===== config.mk =====
export PLATFORM = sky130hd
export DESIGN_NAME = mips_multicycle_ctrl
export DESIGN_NICKNAME = d
export VERILOG_FILES = /design/src/rtl/mips_multicycle_ctrl.sv
export SDC_FILE = /design/constraint.sdc
export NUM_CORES = 1
export LEC_CHECK = 0
export CAP_MARGIN = 20
export CORE_MARGIN = 3
export CORE_UTILIZATION = 52
export DETAILED_ROUTE_END_ITERATION = 6
export PLACE_DENSITY = 0.93
export SLEW_MARGIN = 20
export SYNTH_ARGS = -nofsm -noshare
export SYNTH_HDL_FRONTEND = slang
export SYNTH_SLANG_ARGS = --single-unit
export TNS_END_PERCENT = 30

===== constraint.sdc =====
create_clock -name i_clock -period 6.3 [get_ports i_clock]
set_clock_uncertainty 0.05 [all_clocks]
set_input_delay 1.89 -clock i_clock [delete_from_list [all_inputs] [get_ports i_clock]]
set_output_delay 1.89 -clock i_clock [all_outputs]
set_load 0.02 [all_outputs]

===== src/rtl/mips_multicycle_ctrl.sv =====
// Multi-cycle MIPS sequencer: FETCH/DECODE/EXECUTE/WRITEBACK with fetch timeout and sticky HALT.
// Latency: 4 cycles/instruction minimum; strobes Moore except ir_load/rf_wr_en. Backpressure: imem_ack wait, stall hold.
module mips_multicycle_ctrl #(
   parameter int TIMEOUT = 16,
   parameter int CNT_W   = 32
) (
   input  logic             i_clock,
   input  logic             i_reset,
   input  logic             i_imem_ack,
   input  logic             i_dec_writeenable,
   input  logic             i_dec_except,
   input  logic             i_stall,
   output logic             o_imem_req,
   output logic             o_ir_load,
   output logic             o_alu_en,
   output logic             o_rf_wr_en,
   output logic             o_pc_en,
   output logic [2:0]       o_state,
   output logic             o_halted,
   output logic [1:0]       o_exc_cause,
   output logic [CNT_W-1:0] o_retired
);

   localparam int WC_W = $clog2(TIMEOUT);
   localparam logic [WC_W-1:0] WC_LAST = WC_W'(TIMEOUT - 1);

   typedef enum logic [2:0] {
      FETCH     = 3'd0,
      DECODE    = 3'd1,
      EXECUTE   = 3'd2,
      WRITEBACK = 3'd3,
      HALT      = 3'd4
   } state_t;

   state_t            r_state;
   state_t            w_state_nxt;
   logic [WC_W-1:0]   r_wait_cnt;
   logic [WC_W-1:0]   w_wait_nxt;
   logic [1:0]        r_exc_cause;
   logic [1:0]        w_cause_nxt;
   logic [CNT_W-1:0]  r_retired;
   logic              w_retire;

   always_ff @(posedge i_clock) begin
      if (i_reset) begin
         r_state     <= FETCH;
         r_wait_cnt  <= '0;
         r_exc_cause <= 2'd0;
         r_retired   <= '0;
      end else begin
         r_state     <= w_state_nxt;
         r_wait_cnt  <= w_wait_nxt;
         r_exc_cause <= w_cause_nxt;
         if (w_retire)
            r_retired <= r_retired + CNT_W'(1);
      end
   end

   always_comb begin
      w_state_nxt = HALT;
      w_wait_nxt  = r_wait_cnt;
      w_cause_nxt = r_exc_cause;
      w_retire    = 1'b0;
      o_imem_req  = 1'b0;
      o_ir_load   = 1'b0;
      o_alu_en    = 1'b0;
      o_rf_wr_en  = 1'b0;
      o_pc_en     = 1'b0;
      o_halted    = 1'b0;
      case (r_state)
         FETCH: begin
            o_imem_req = 1'b1;
            o_ir_load  = i_imem_ack;
            // ack on the last permitted cycle still beats the timeout
            if (i_imem_ack) begin
               w_state_nxt = DECODE;
               w_wait_nxt  = '0;
            end else if (r_wait_cnt == WC_LAST) begin
               w_state_nxt = HALT;
               w_cause_nxt = 2'd2;
            end else begin
               w_state_nxt = FETCH;
               w_wait_nxt  = r_wait_cnt + WC_W'(1);
            end
         end
         DECODE: begin
            if (i_dec_except) begin
               w_state_nxt = HALT;
               w_cause_nxt = 2'd1;
            end else begin
               w_state_nxt = EXECUTE;
            end
         end
         EXECUTE: begin
            o_alu_en    = 1'b1;
            w_state_nxt = i_stall ? EXECUTE : WRITEBACK;
         end
         WRITEBACK: begin
            o_rf_wr_en  = i_dec_writeenable;
            o_pc_en     = 1'b1;
            w_retire    = 1'b1;
            w_wait_nxt  = '0;
            w_state_nxt = FETCH;
         end
         default: begin
            o_halted    = 1'b1;
            w_state_nxt = HALT;
         end
      endcase
   end

   assign o_state     = r_state;
   assign o_exc_cause = r_exc_cause;
   assign o_retired   = r_retired;

endmodule

Yosys cells after proc, flatten, opt, wreduce, memory -nomap -nowiden --
Cells that the tools add are included.
Storage, ports and cells: register bits 41, input port bits 6, output and inout bits 43
Operators by class: add/subtract/negate cells 2, eq/ne operators 8, muxes and demuxes 18, reduce and logical (&&, ||, !) cells 6
Operators with widths (count):
- 32-bit by 1-bit adder with 32-bit output (second input constant) | 1
- 3-bit case mux with 4 select lines | 1
- 3-bit 2-to-1 mux | 3
- 4-bit 2-to-1 mux | 2
- 4-bit case mux with 2 select lines | 1
- 1-bit 2-to-1 mux | 7
- 3-bit by 2-bit == test with 1-bit output (second input constant) | 2
- 2-bit 2-to-1 mux | 3
- 2-bit != test (second input constant) | 3
- 4-bit by 1-bit adder with 4-bit output (second input constant) | 1
- 4-bit == test (second input constant) | 1
- 2-bit case mux with 2 select lines | 1
- 4-bit AND reduction | 1
- 2-bit nonzero test | 2
- 4-bit OR reduction | 1
- 3-bit by 1-bit == test with 1-bit output (second input constant) | 1
- 3-bit logical NOT | 1
- 3-bit != test (second input constant) | 1
- 2-bit AND reduction | 1

Depth between registers and ports, before layout --
depth in word-level cells 4, mapped depth 7, depth with buffers taken out 5

Worst setup path before layout --
Ideal clock, no wire load.
path type input -> output, start input port i_imem_ack, end output port o_ir_load, data arrival time 2.117 ns, required time 4.360 ns, path slack 2.243 ns, stages 1, path buffers 0, cells stage by stage and2_1
Between the ends: cells in the longest elaborated chain, start to end 1
Ends and longest elaborated chain:
- start: declaration | RTL line 9 | input logic i_imem_ack,
- 1-bit 2-to-1 mux | RTL line 70 | case (r_state)
- end: declaration | RTL line 14 | output logic o_ir_load,
No other way between the ends.

Worst setup path after layout --
Ends and elaborated chain as after synthesis.

==> out/metrics.yaml <==
status:
  status: "completed"
yosys:
  syn_nets: 232
  syn_avg_cell_area_um2: 8.44
  synth-seq-cells: 41
  ys_warn_count: 0
  synth_top_family_by_area: "simple AND/OR/NAND/NOR gates"
  synth-seq-area-share_pct: 43.4
  synthCells: 224
  synth_mux_area_share_pct: 0
  synth_compound_area_share_pct: 15.9
  synth_xor_xnor_area_share_pct: 4.63
  synthSimpleGateAreaFrac_pct: 31.0
  synth_fa_ha_area_share_pct: 1.32
  netlist_area_um2: 1890
  synth_cell_types: 32
setup_path:
  end_kind: "output pin"
  cp_common_cell: "clkdlybuf4s50_1"
  reg2regPathDepth: 5
  critPathMaxStageDelay_ns: 0.60
  endpoint: "o_ir_load"
  cpMaxStageDelayCell: "clkdlybuf4s50_1"
  startpoint: "i_imem_ack"
  r2r-end: "o_retired[30]"
  cp_num_buf_inv: 2
  crit_arrival_ns: 3.24
  r2r_slack_ns: 3.83
  critPathLaunchType: "input port"
  critical_path_class: "in2out"
  crit_path_max_fanout: 8
  r2r_start: "o_retired[1]"
  path_depth: 3
  path_cells: "clkdlybuf4s50_1 -> and2_1 -> clkdlybuf4s50_1"
  path_delay_family: "buffers and inverters"
  required_ns: 4.36
die:
  chipHeight_um: 66.3
  die-width_um: 66.3
  rows: 21
  ios: 49
  die-area_um2: 4400
  core_um2: 3420
  start_util_pct: 55.3
timing:
  setup_viol: 0
  rsz0062_at_grt: "false"
  hold_violations: 0
  final.min_clock_period_ns: 5.18
  tightestPinTransition_ns: 0.763
  max_freq_ghz: 0.193
  fin_crit_sh_pct: 82.2
  finalMaxSlewViolations: 0
  relSlewSlack_pct: 49.0
  fin_tns_setup_ns: 0
layout:
  diodes: 0
  nNetsFinal: 275
  seqCellArea_um2: 821
  drive_gt1_share_pct: 3.73
  multi_input_area_um2: 1000
  fill_cells: 290
  design_area_um2: 2440
  area_delta_synth_final_pct: 28.9
grt:
  grt_overflow: 0
  grt_pass1_vias: 1600
  gr-usage-all-layers_pct: 19.4
  grt_pass1_wl_mm: 6.78
  grt_max_degree: 39
  antenna_found_initial: 0
place:
  placed_cell_area_um2: 2380
  gp_congestion: 0.728
  portBuffers: 48
  place_hpwl_mm: 2.88
clocking:
  clockRootBuffer: "clkbuf_4"
  ctsHoldBuffers: 0
  cts_tree: "yes"
  clkTransAtPathRegs_ns: 0.12
  cts_buffer_depth: 2
  postCtsSetupRepairBufs: 0
  clkLatencyLatePin_ns: 0.35
  cts_resized: 0
  cts_buffers: 5
  cts.sink_count: 41
  cts_max_level: 2
route:
  drc_errors: 0
  totalWireLength_mm: 4.10
  drtPass1Iterations: 4
  postRouteAntennaNets: 0
  drt_first_iter_violations: 134
  num_vias: 1799
  post_drt_wl_per_cell_um: 13.1
  routed_via_density: 5.73
run:
  maxCapViolCount: 0
power:
  p_per_area_nw_per_um2: 177
  leakage_nw: 0.784
  finalPower_mw: 0.431
  ir_drop_mv: 0.143
min_path:
  hp-class: "reg2reg"
## logic make-up (layout without fill, tap and decap cells)
kind of cell	after synthesis	after routing
compound gates	55	55
xor+xnor	10	10
simple gates	98	98
buf+inv	18	62
flops	41	41
fa+ha+maj	2	2
## how the worst min path moves through the flow
stage / start / cells past startpoint / slack [ns] / end
floorplan: r_wait_cnt[3] / 2 / 0.40 / r_wait_cnt[3]
global placement: o_exc_cause[1] / 2 / 0.41 / o_exc_cause[1]
detailed placement: o_exc_cause[1] / 2 / 0.43 / o_exc_cause[1]
CTS: o_exc_cause[1] / 2 / 0.45 / o_exc_cause[1]
global route: r_wait_cnt[3] / 2 / 0.47 / r_wait_cnt[3]
finish: o_exc_cause[1] / 2 / 0.44 / o_exc_cause[1]
## tightest hold or removal path, stage by stage, from the launching register on
cell      delay (ns)
dfxtp_1         0.33
nand2b_1        0.07
a21oi_1         0.06
## layout make-up
cell class | count | share of cell area (%)
clock buffer | 6 | 1.69
sequential | 41 | 33.7
timing repair buffer | 49 | 20.0
inverter | 5 | 0.770
tap | 46 | 2.36
multi-input combinational | 165 | 41.0
clock inverter | 2 | 0.411
## sequential cells by signal (all words and copies together) (netlist names)
name and cells:
o_state 3, r_wait_cnt 4, o_retired 32, o_exc_cause 2
## cells in the mapped netlist
library cell | count | area share (%)
o21ai_0 | 5 | 1.3
and3_1 | 2 | 0.66
or4_1 | 12 | 4.8
nand2b_1 | 3 | 0.99
nor3_1 | 6 | 1.6
dfxtp_1 | 41 | 43
clkbuf_1 | 10 | 2.0
nor4b_1 | 2 | 0.93
buf_1 | 1 | 0.20
o21ai_1 | 9 | 2.4
inv_2 | 1 | 0.20
a21oi_1 | 30 | 7.9
nor2_1 | 14 | 2.8
or3b_1 | 1 | 0.46
ha_1 | 2 | 1.3
o31ai_1 | 10 | 4.0
xnor2_1 | 4 | 1.9
xor2_1 | 6 | 2.8
nand2_1 | 13 | 2.6
nand4_1 | 10 | 3.3
and4_1 | 5 | 2.3
nand3_1 | 11 | 2.9
or2_1 | 1 | 0.33
or4b_1 | 2 | 1.1
nor3b_1 | 1 | 0.40
buf_2 | 2 | 0.53
nand3b_4 | 1 | 1.1
and2_1 | 2 | 0.66
inv_1 | 4 | 0.79
or3_1 | 11 | 3.6
and4b_1 | 1 | 0.53
a31oi_1 | 1 | 0.33
## where the power goes
group	switching, mW	internal, mW
logic	0.0203	0.0168
registers	0.00454	0.262
clock network	0.0845	0.0426
## layout by cell type (no fill, tap or decap), types with 3 or more instances in the layout
master / n
clkdlybuf4s50_1: 48
dfxtp_1: 41
a21oi_1: 30
nor2_1: 14
nand2_1: 13
or4_1: 12
nand3_1: 11
or3_1: 11
nand4_1: 10
o31ai_1: 10
o21ai_1: 9
nor3_1: 6
xor2_1: 6
o21ai_0: 5
and4_1: 5
clkbuf_4: 5
inv_1: 4
xnor2_1: 4
nand2b_1: 3
## per-layer routing
layer  vias to the layer above  global-route usage, %  part of all wire (%)
li1                        916                      -                     -
met1                       832                   24.3                    46
met2                        45                   32.3                    48
met3                         6                   4.59                   4.5
met4                         0                   6.35                   1.2
met5                         -                      0                     0
## per-stage QoR
step                      hold slack, ns  std cells  utilization [%]  worst slack [ns]
after global placement             0.408        306             69.8              1.12
final                              0.441        314             71.3              1.12
after detailed placement           0.425        306             69.8              1.11
after floorplan                    0.403        224                -              2.24
after global routing               0.468        314             71.3              1.02
after CTS                          0.445        314             71.3              1.11
Power figures use the tool's default switching activity.
